**src/rtl/fetch_unit.sv**
```systemverilog
// ---------------------------------------------------------------------------
// fetch_unit
//
// Instruction fetch stage in front of instruction_memory_bram. Owns the
// program counter, drives the BRAM address straight from the PC register,
// absorbs the BRAM's one-cycle registered-read latency and hands
// (instruction, PC) pairs to decode over a valid/ready handshake. A 2-entry
// output buffer absorbs decode stalls; a redirect flushes the stage and
// restarts fetch at a new PC.
//
// Parameters
//   RESET_PC        PC loaded on reset (bits [1:0] ignored)
//
// Ports
//   clk             clock, all state updates on the rising edge
//   reset           synchronous, active-high
//   imem_addr       byte address to the BRAM (registered PC)
//   imem_data       BRAM read data for the address sampled at the last edge
//   redirect_valid  single-cycle pulse: flush and restart at redirect_pc
//   redirect_pc     new fetch address (bits [1:0] forced to 0)
//   inst_valid      buffer head holds a valid instruction
//   inst            instruction word at the buffer head
//   inst_pc         byte address inst was fetched from
//   inst_ready      decode accepts the head this cycle
// ---------------------------------------------------------------------------
module fetch_unit #(
  parameter logic [31:0] RESET_PC = 32'h0000_0000
) (
  input  logic        clk,
  input  logic        reset,
  output logic [31:0] imem_addr,
  input  logic [31:0] imem_data,
  input  logic        redirect_valid,
  input  logic [31:0] redirect_pc,
  output logic        inst_valid,
  output logic [31:0] inst,
  output logic [31:0] inst_pc,
  input  logic        inst_ready
);

  // Output buffer occupancy; the encoding doubles as the entry count.
  typedef enum logic [1:0] {
    BUF_EMPTY = 2'd0,
    BUF_ONE   = 2'd1,
    BUF_FULL  = 2'd2
  } buf_state_e;

  localparam logic [31:0] RESET_PC_ALIGNED = RESET_PC & 32'hFFFF_FFFC;

  // -------------------------------------------------------------------------
  // State
  // -------------------------------------------------------------------------
  buf_state_e  buf_state_q, buf_state_d;
  logic [31:0] pc_q, pc_d;
  logic        inflight_q, inflight_d;
  logic [31:0] inflight_pc_q, inflight_pc_d;
  logic        rd_ptr_q, rd_ptr_d;
  logic        wr_ptr_q, wr_ptr_d;

  logic [31:0] entry_inst_q [2];
  logic [31:0] entry_pc_q   [2];

  // -------------------------------------------------------------------------
  // Handshake / issue decisions
  // -------------------------------------------------------------------------
  logic       pop;
  logic       push;
  logic       issue;
  logic [2:0] occupancy;

  always_comb begin
    inst_valid = (buf_state_q != BUF_EMPTY);
    pop        = inst_valid && inst_ready;
    // A response arriving in a redirect cycle belongs to the old stream.
    push       = inflight_q && !redirect_valid;
    // Entries held plus the one response still owed, minus what leaves now.
    // pop implies at least one entry, so this never underflows.
    occupancy  = {1'b0, buf_state_q} + {2'b00, inflight_q} - {2'b00, pop};
    // Only issue when a slot is guaranteed for the response next cycle.
    issue      = !redirect_valid && (occupancy <= 3'd1);
  end

  // -------------------------------------------------------------------------
  // Next-state logic
  // -------------------------------------------------------------------------
  always_comb begin
    buf_state_d   = buf_state_q;
    pc_d          = pc_q;
    inflight_d    = 1'b0;
    inflight_pc_d = inflight_pc_q;
    rd_ptr_d      = rd_ptr_q;
    wr_ptr_d      = wr_ptr_q;

    if (redirect_valid) begin
      // Flush everything; a same-cycle pop is simply lost with the rest.
      buf_state_d = BUF_EMPTY;
      rd_ptr_d    = 1'b0;
      wr_ptr_d    = 1'b0;
      pc_d        = redirect_pc & 32'hFFFF_FFFC;
    end else begin
      case ({push, pop})
        2'b10: begin
          case (buf_state_q)
            BUF_EMPTY: buf_state_d = BUF_ONE;
            BUF_ONE:   buf_state_d = BUF_FULL;
            default:   buf_state_d = buf_state_q;
          endcase
        end
        2'b01: begin
          case (buf_state_q)
            BUF_FULL: buf_state_d = BUF_ONE;
            BUF_ONE:  buf_state_d = BUF_EMPTY;
            default:  buf_state_d = buf_state_q;
          endcase
        end
        default: buf_state_d = buf_state_q;
      endcase

      if (push) begin
        wr_ptr_d = ~wr_ptr_q;
      end
      if (pop) begin
        rd_ptr_d = ~rd_ptr_q;
      end

      if (issue) begin
        inflight_d    = 1'b1;
        inflight_pc_d = pc_q;
        pc_d          = pc_q + 32'd4;  // wraps naturally at 2^32
      end
    end
  end

  // -------------------------------------------------------------------------
  // State registers
  // -------------------------------------------------------------------------
  always_ff @(posedge clk) begin
    if (reset) begin
      buf_state_q   <= BUF_EMPTY;
      pc_q          <= RESET_PC_ALIGNED;
      inflight_q    <= 1'b0;
      inflight_pc_q <= 32'h0000_0000;
      rd_ptr_q      <= 1'b0;
      wr_ptr_q      <= 1'b0;
    end else begin
      buf_state_q   <= buf_state_d;
      pc_q          <= pc_d;
      inflight_q    <= inflight_d;
      inflight_pc_q <= inflight_pc_d;
      rd_ptr_q      <= rd_ptr_d;
      wr_ptr_q      <= wr_ptr_d;
    end
  end

  // Buffer entries. Cleared on reset so the head outputs read zero then.
  generate
    for (genvar gi = 0; gi < 2; gi++) begin : g_entry
      localparam logic ENTRY_IDX = 1'(gi);
      always_ff @(posedge clk) begin
        if (reset) begin
          entry_inst_q[gi] <= 32'h0000_0000;
          entry_pc_q[gi]   <= 32'h0000_0000;
        end else if (push && (wr_ptr_q == ENTRY_IDX)) begin
          entry_inst_q[gi] <= imem_data;
          entry_pc_q[gi]   <= inflight_pc_q;
        end
      end
    end
  endgenerate

  // -------------------------------------------------------------------------
  // Outputs
  // -------------------------------------------------------------------------
  assign imem_addr = pc_q;
  assign inst      = entry_inst_q[rd_ptr_q];
  assign inst_pc   = entry_pc_q[rd_ptr_q];

  // The issue rule must never let a response land in a full buffer.
  a_no_push_when_full : assert property (
    @(posedge clk) disable iff (reset)
      !(push && (buf_state_q == BUF_FULL) && !pop)
  );

endmodule

```
**config.mk**
```make
export PLATFORM = sky130hd
export DESIGN_NAME = fetch_unit
export DESIGN_NICKNAME = d
export VERILOG_FILES = /design/src/rtl/fetch_unit.sv
export SDC_FILE = /design/constraint.sdc
export NUM_CORES = 1
export LEC_CHECK = 0
export ABC_AREA = 1
export CAP_MARGIN = 5
export CORE_ASPECT_RATIO = 0.5
export CORE_UTILIZATION = 53
export DETAILED_ROUTE_END_ITERATION = 10
export PLACE_DENSITY = 0.81
export SYNTH_ARGS = -nofsm -noshare
export SYNTH_HDL_FRONTEND = slang
export SYNTH_SLANG_ARGS = --single-unit
```
**constraint.sdc**
```tcl
create_clock -name clk -period 9.81 [get_ports clk]
set_clock_uncertainty 0.15 [all_clocks]
set_input_delay 2.943 -clock clk [delete_from_list [all_inputs] [get_ports clk]]
set_output_delay 2.943 -clock clk [all_outputs]
set_load 0.01 [all_outputs]
```
# == After elaboration in Yosys (flattened, before gate mapping) ==
# Memory sizes are Yosys's and may differ from the RTL's. A register that Yosys moved wholly into a read port is not among the register bits.
# Cells that the tools add are included.
# word_totals
register_bits,69
word_cells,61
out_inout_bits,97
ramBits,128
mem_count,2
# memory_table
memory,words,word_bits,read_ports,rd_ports_with_merged_regs,write_ports,line_no,rtl
entry_inst_q,2,32,1,1,2,60,logic [31:0] entry_inst_q [2];
entry_pc_q,2,32,1,1,2,61,logic [31:0] entry_pc_q [2];
# classes
mux,22
n_reduce_logical,13
order_cmp,1
eq_ne,6
bitwise,7
add_sub_neg,3
# op_table
operator,n
$mux 32,6
$add 32x3->32 const B,1
$mux 1,13
$pmux 2 s2,3
$reduce_bool 2->1,3
$logic_and 1x1->1,5
$eq 2x1->1 const B,2
$eq 2x2->1 const B,2
$or 1x1->1,4
$add 2x1->3,1
$le 3x1->1 const B,1
$ne 3x2->1 const B,1
$ne 3x3->1 const B,1
$not 1->1,3
$reduce_and 3->1,1
$sub 3x1->3,1
$logic_not 2->1,1
$reduce_and 2->1,1
$reduce_or 2->1,1
$logic_not 1->1,1

# == Depth between registers and ports, before layout ==
# logic_depth
depth_word,7
mapped_depth,18

# == Worst setup path after synthesis ==
# OpenSTA, ideal clock, no wires.
# synth_path
kind,input-to-reg
start,input port redirect_valid
end,"memory entry_inst_q[0][0], enable pin"
stages,3
n_path_buf,0
setup_ns,0.568
setup_slack_ns,1.580
arrival_ns,7.512
path_cell_list,nor2_2 -> inv_2 -> o21ai_0
# synth_rtl
element,line_no,rtl
start: declaration,33,"input logic redirect_valid,"
end: declaration,60,

# == Worst setup path after layout ==
# layout_path
start,input port inst_ready
end,register pc_q[19] (netlist: imem_addr[19])
# layout_via
elab_chain_len,5
# layout_rtl
element,line_no,rtl
start: declaration,38,input logic inst_ready
$logic_and 1x1->1,73,pop = inst_valid && inst_ready;
via pop,66,logic pop;
$sub 3x1->3,78,"occupancy = {1'b0, buf_state_q} + {2'b00, inflight_q} - {2'b00, pop};"
$le 3x1->1,80,issue = !redirect_valid && (occupancy <= 3'd1);
$logic_and 1x1->1,80,
$reduce_bool 2->1 (no line),--,
end signal: assignment,147,pc_q <= pc_d;
end: declaration,54,"logic [31:0] pc_q, pc_d;"
# The timed path passes the listed nets, and every way through them passes these cells.
# A chain may end at the register's enable or synchronous reset.

==> Implementation_results.wiki <==
{| class="wikitable"
! Metric !! Value
|-
| Final worst hold slack || 0.3149 ns
|-
| Worst Setup End Kind || register
|-
| PnR Total Power || 1893 uW
|-
| Total DRC errors in the routed layout || 0
|-
| Sw frac || 0.2239
|-
| Crit path top cell by count || sky130_fd_sc_hd__inv_1
|-
| Clock network power share || 0.407
|-
| Ratio of routed vias to standard cells || 5.107
|-
| Top-area cell type share of the netlist area || 0.4129
|-
| Number of cells upsized or downsized after cts || 0
|-
| Syn-to-layout area delta || 26.36%
|-
| Top area cells in the synthesized netlist || sky130_fd_sc_hd__edfxtp_1 (41%), sky130_fd_sc_hd__dfxtp_1 (15%), sky130_fd_sc_hd__mux2_2 (7.7%), sky130_fd_sc_hd__nor2_1 (7.4%), sky130_fd_sc_hd__inv_1 (7.2%)
|-
| Antenna violation net count after detailed routing || 0
|-
| YS warnings || 0
|-
| Sum Neg Setup Slack || 0 ns
|-
| Vias in the first global route || 6670
|-
| Worst setup path category || input pin to register
|-
| Port buffer count || 158
|-
| Slew at the pin closest to its max-slew limit || 0.9197 ns
|-
| Headroom to the max-slew limit || 0.3854
|-
| Vertical die dimension || 94.24 um
|-
| Final critical-path required period || 6.167 ns
|-
| CTS Hold Buffers Added || 0
|-
| Max-capacitance violation count || 0
|-
| Startpoint class of the critical path || input pin
|-
| Clock latency reported for the late side of the worst-skew pair || 0.41 ns
|-
| Final worst-path setup slack || 3.643 ns
|-
| F_max || 162.2 MHz
|-
| Share of the core filled with cells || 0.6899
|-
| Share of final-layout standard cells stronger than drive strength 1 || 0.1164
|-
| Critical path destination || imem_addr[19]
|-
| Worst reg2reg setup slack || 5.99 ns
|-
| Setup WS pre-CTS || 3.381 ns
|-
| Power share of the sequential group || 0.485
|-
| Setup violation total in the final timing report || 0
|-
| Part of the total power dissipated in combinational logic || 0.108
|-
| Fraction of registers with async set or reset after synthesis || 0
|-
| Sequential fraction of the synthesis area || 0.5595
|-
| Number of flops mapped to enable cells by yosys || 124
|-
| Worst voltage drop across the vdd grid || 0.0001406 V
|-
| Pwr per Cell Area || 166.2 nW/um^2
|-
| Cells along the critical path || clkdlybuf4s50_1 -> nand2_1 -> inv_1 -> ha_1 -> inv_1 -> ha_1 -> fa_1 -> inv_1 -> nand4_4 -> inv_2 -> nand3_1 -> nand3_1 -> nand2_1 -> inv_1
|-
| FF+latch count, synth || 190
|-
| Final hold vios || 0
|-
| Number of standard cells after synthesis || 970
|-
| Area of the mapped netlist || 9017 um^2
|-
| Routability congestion estimate from global placement || 0.8604
|-
| Final period util || 0.6286
|-
| Number of top-level pins || 165
|-
| Global route overflow || 0
|-
| Leak Pwr || 0.004743 uW
|-
| Unrepaired setup endpoints after global routing || no
|-
| DRT Pass-1 Iters || 5
|-
| Net Switching || 424.0 uW
|-
| Total half-perimeter wirelength after legalization and detailed placement || 12970 um
|-
| Die footprint || 17570 um^2
|-
| Final max-slew violation count || 0
|-
| Multi-input combinational cell area || 3094 um^2
|-
| Data arrival at the endpoint of the critical path || 6.37 ns
|-
| Floorplan core area || 16520 um^2
|-
| Status || finished, final reports clean
|-
| Number of nets in the layout || 1187
|-
| H-tree depth || 4
|-
| Antenna violations before repair || 0
|-
| Clock Root Buffer || sky130_fd_sc_hd__clkbuf_16
|-
| Starting density of the core || 0.5460
|-
| Register area || 5046 um^2
|-
| Buffer levels on the longest clock path || 2
|-
| Antenna cell count || 0
|-
| Vias || 6904
|-
| R2r worst-path depth || 15
|-
| Most area-hungry cell type in the Yosys netlist || sky130_fd_sc_hd__edfxtp_1
|-
| Cell Int Power || 1470 uW
|-
| Worst r2r dst || imem_addr[19]
|-
| Most used standard cell by instance count after synthesis || sky130_fd_sc_hd__nor2_1
|-
| Number of clock sinks seen by CTS || 190
|-
| Maximum single-stage delay on the critical path || 0.69 ns
|-
| Detailed router's first-iteration violation count || 576
|-
| Main synth FF type || sky130_fd_sc_hd__edfxtp_1
|-
| Critical-path top delay cell || sky130_fd_sc_hd__nand4_4
|-
| Clock tree from TritonCTS || yes
|-
| Overall global routing resource usage || 0.2343
|-
| Number of fill cells in the layout || 1233
|-
| Num rows || 33
|-
| Horizontal die dimension || 186.5 um
|-
| Clock transition at the registers of the reported paths || 0.07 ns
|-
| Mean cell area of the mapped netlist || 9.296 um^2
|-
| Launch point of the worst reg-to-reg path || buf_state_q[1]
|-
| Most used standard cells in the synthesized netlist || sky130_fd_sc_hd__nor2_1 (178), sky130_fd_sc_hd__inv_1 (174), sky130_fd_sc_hd__edfxtp_1 (124), sky130_fd_sc_hd__nand2_1 (118), sky130_fd_sc_hd__o21ai_0 (76)
|-
| Maximum number of pins on one net before global-route repair || 63
|-
| Launching element of the worst setup path || inst_ready
|-
| First-pass GRT wire length || 32480 um
|-
| Wirelength, routed || 20270 um
|-
| Data required, critical path || 10.01 ns
|-
| Clock buffer count from CTS || 17
|-
| Min-Delay Path Depth || 1
|-
| Critical-path maximum fanout || 60
|-
| Worst Hold Class || register to register
|-
| WL/cell || 15.00 um
|-
| Number of buffers inserted by post-CTS setup repair || 0
|-
| Distinct cell type count after synthesis || 34
|}
[worst min-delay path by stage]
stage,from,slack [ns],to
finish,rd_ptr_q,0.31,register
global route,rd_ptr_q,0.34,register
detailed placement,rd_ptr_q,0.30,rd_ptr_q
global placement,rd_ptr_q,0.29,register
CTS,rd_ptr_q,0.31,rd_ptr_q
floorplan,rd_ptr_q,0.28,register
[critical path, delay by kind of cell]
family	cells	cell delay, ns
adder cells (fa/ha/maj)	3	0.82
buffers and inverters	6	1.47
AND/OR/NAND/NOR	5	1.11
[flip-flops by register name, indices dropped and copies added (netlist names), named ones only]
signal	count
wr_ptr_q	1
entry_pc_q	60
buf_state_q	2
inflight_pc_q	30
inflight_q	1
imem_addr	30
entry_inst_q	64
rd_ptr_q	1
[power groups by stage]
stage	clock, uW	combinational (uW)	sequential [uW]
floorplan	0	104	934
global placement	0	198	932
detailed placement	0	202	935
CTS	780	205	917
global route	814	224	922
finish	771	204	918
[per-stage QoR]
| stage | cell area (um^2) | cells |
|---|---|---|
| floorplan | 9029 | 973 |
| global placement | 10730 | 1321 |
| detailed placement | 10730 | 1321 |
| CTS | 11390 | 1352 |
| global route | 11390 | 1352 |
| finish | 11390 | 1352 |
[logic make-up (layout without fill, tap and decap cells)]
logic type / after synthesis / after routing / share of synthesized area
DFF: 190 / 190 / 0.5595
and+or+nand+nor: 366 / 366 / 0.1798
adders and majority gates: 6 / 6 / 0.009158
xor gates and xnor gates: 7 / 7 / 0.006799
muxes: 62 / 62 / 0.07742
other: 1 / 4 / 0.0004159
buffers and inverters: 224 / 376 / 0.1020
AOI/OAI and AO/OA: 114 / 114 / 0.06494
[cells in the final DEF, fill, tap and decap left out, types with 2 or more instances in the layout]
master,count
sky130_fd_sc_hd__a211oi_1,2
sky130_fd_sc_hd__a21oi_1,11
sky130_fd_sc_hd__a31oi_1,6
sky130_fd_sc_hd__buf_4,7
sky130_fd_sc_hd__bufinv_16,6
sky130_fd_sc_hd__clkbuf_16,17
sky130_fd_sc_hd__clkdlybuf4s50_1,158
sky130_fd_sc_hd__clkinv_1,2
sky130_fd_sc_hd__conb_1,4
sky130_fd_sc_hd__dfxtp_1,65
sky130_fd_sc_hd__edfxtp_1,124
sky130_fd_sc_hd__ha_1,5
sky130_fd_sc_hd__inv_1,174
sky130_fd_sc_hd__inv_2,6
sky130_fd_sc_hd__inv_6,4
sky130_fd_sc_hd__mux2_2,62
sky130_fd_sc_hd__nand2_1,117
sky130_fd_sc_hd__nand2_2,5
sky130_fd_sc_hd__nand2_4,2
sky130_fd_sc_hd__nand3_1,43
sky130_fd_sc_hd__nand3_2,2
sky130_fd_sc_hd__nand3_4,4
sky130_fd_sc_hd__nand4_1,3
sky130_fd_sc_hd__nor2_1,178
sky130_fd_sc_hd__nor2_4,8
sky130_fd_sc_hd__o21ai_0,74
sky130_fd_sc_hd__o21ai_1,18
sky130_fd_sc_hd__o21ai_4,2
sky130_fd_sc_hd__xnor2_1,2
sky130_fd_sc_hd__xor2_1,5
[routing by layer]
| metal | vias up | GRT usage | share of wire |
|---|---|---|---|
| li1 | 3383 | - | - |
| met1 | 3276 | 0.3071 | 0.45 |
| met5 | - | 0 | 0 |
| met3 | 20 | 0.03958 | 0.054 |
| met4 | 0 | 0.06694 | 0.011 |
| met2 | 225 | 0.4036 | 0.48 |
[cell type report]
class                           count  area share
Sequential cell                   190      0.4428
Multi-Input combinational cell    559      0.2715
Timing Repair Buffer              165      0.1434
Inverter                          180     0.05929
Clock buffer                       17     0.03733
Tap cell                          227     0.02493
Clock inverter                     14     0.02064
Power figures use the tool's default switching activity.
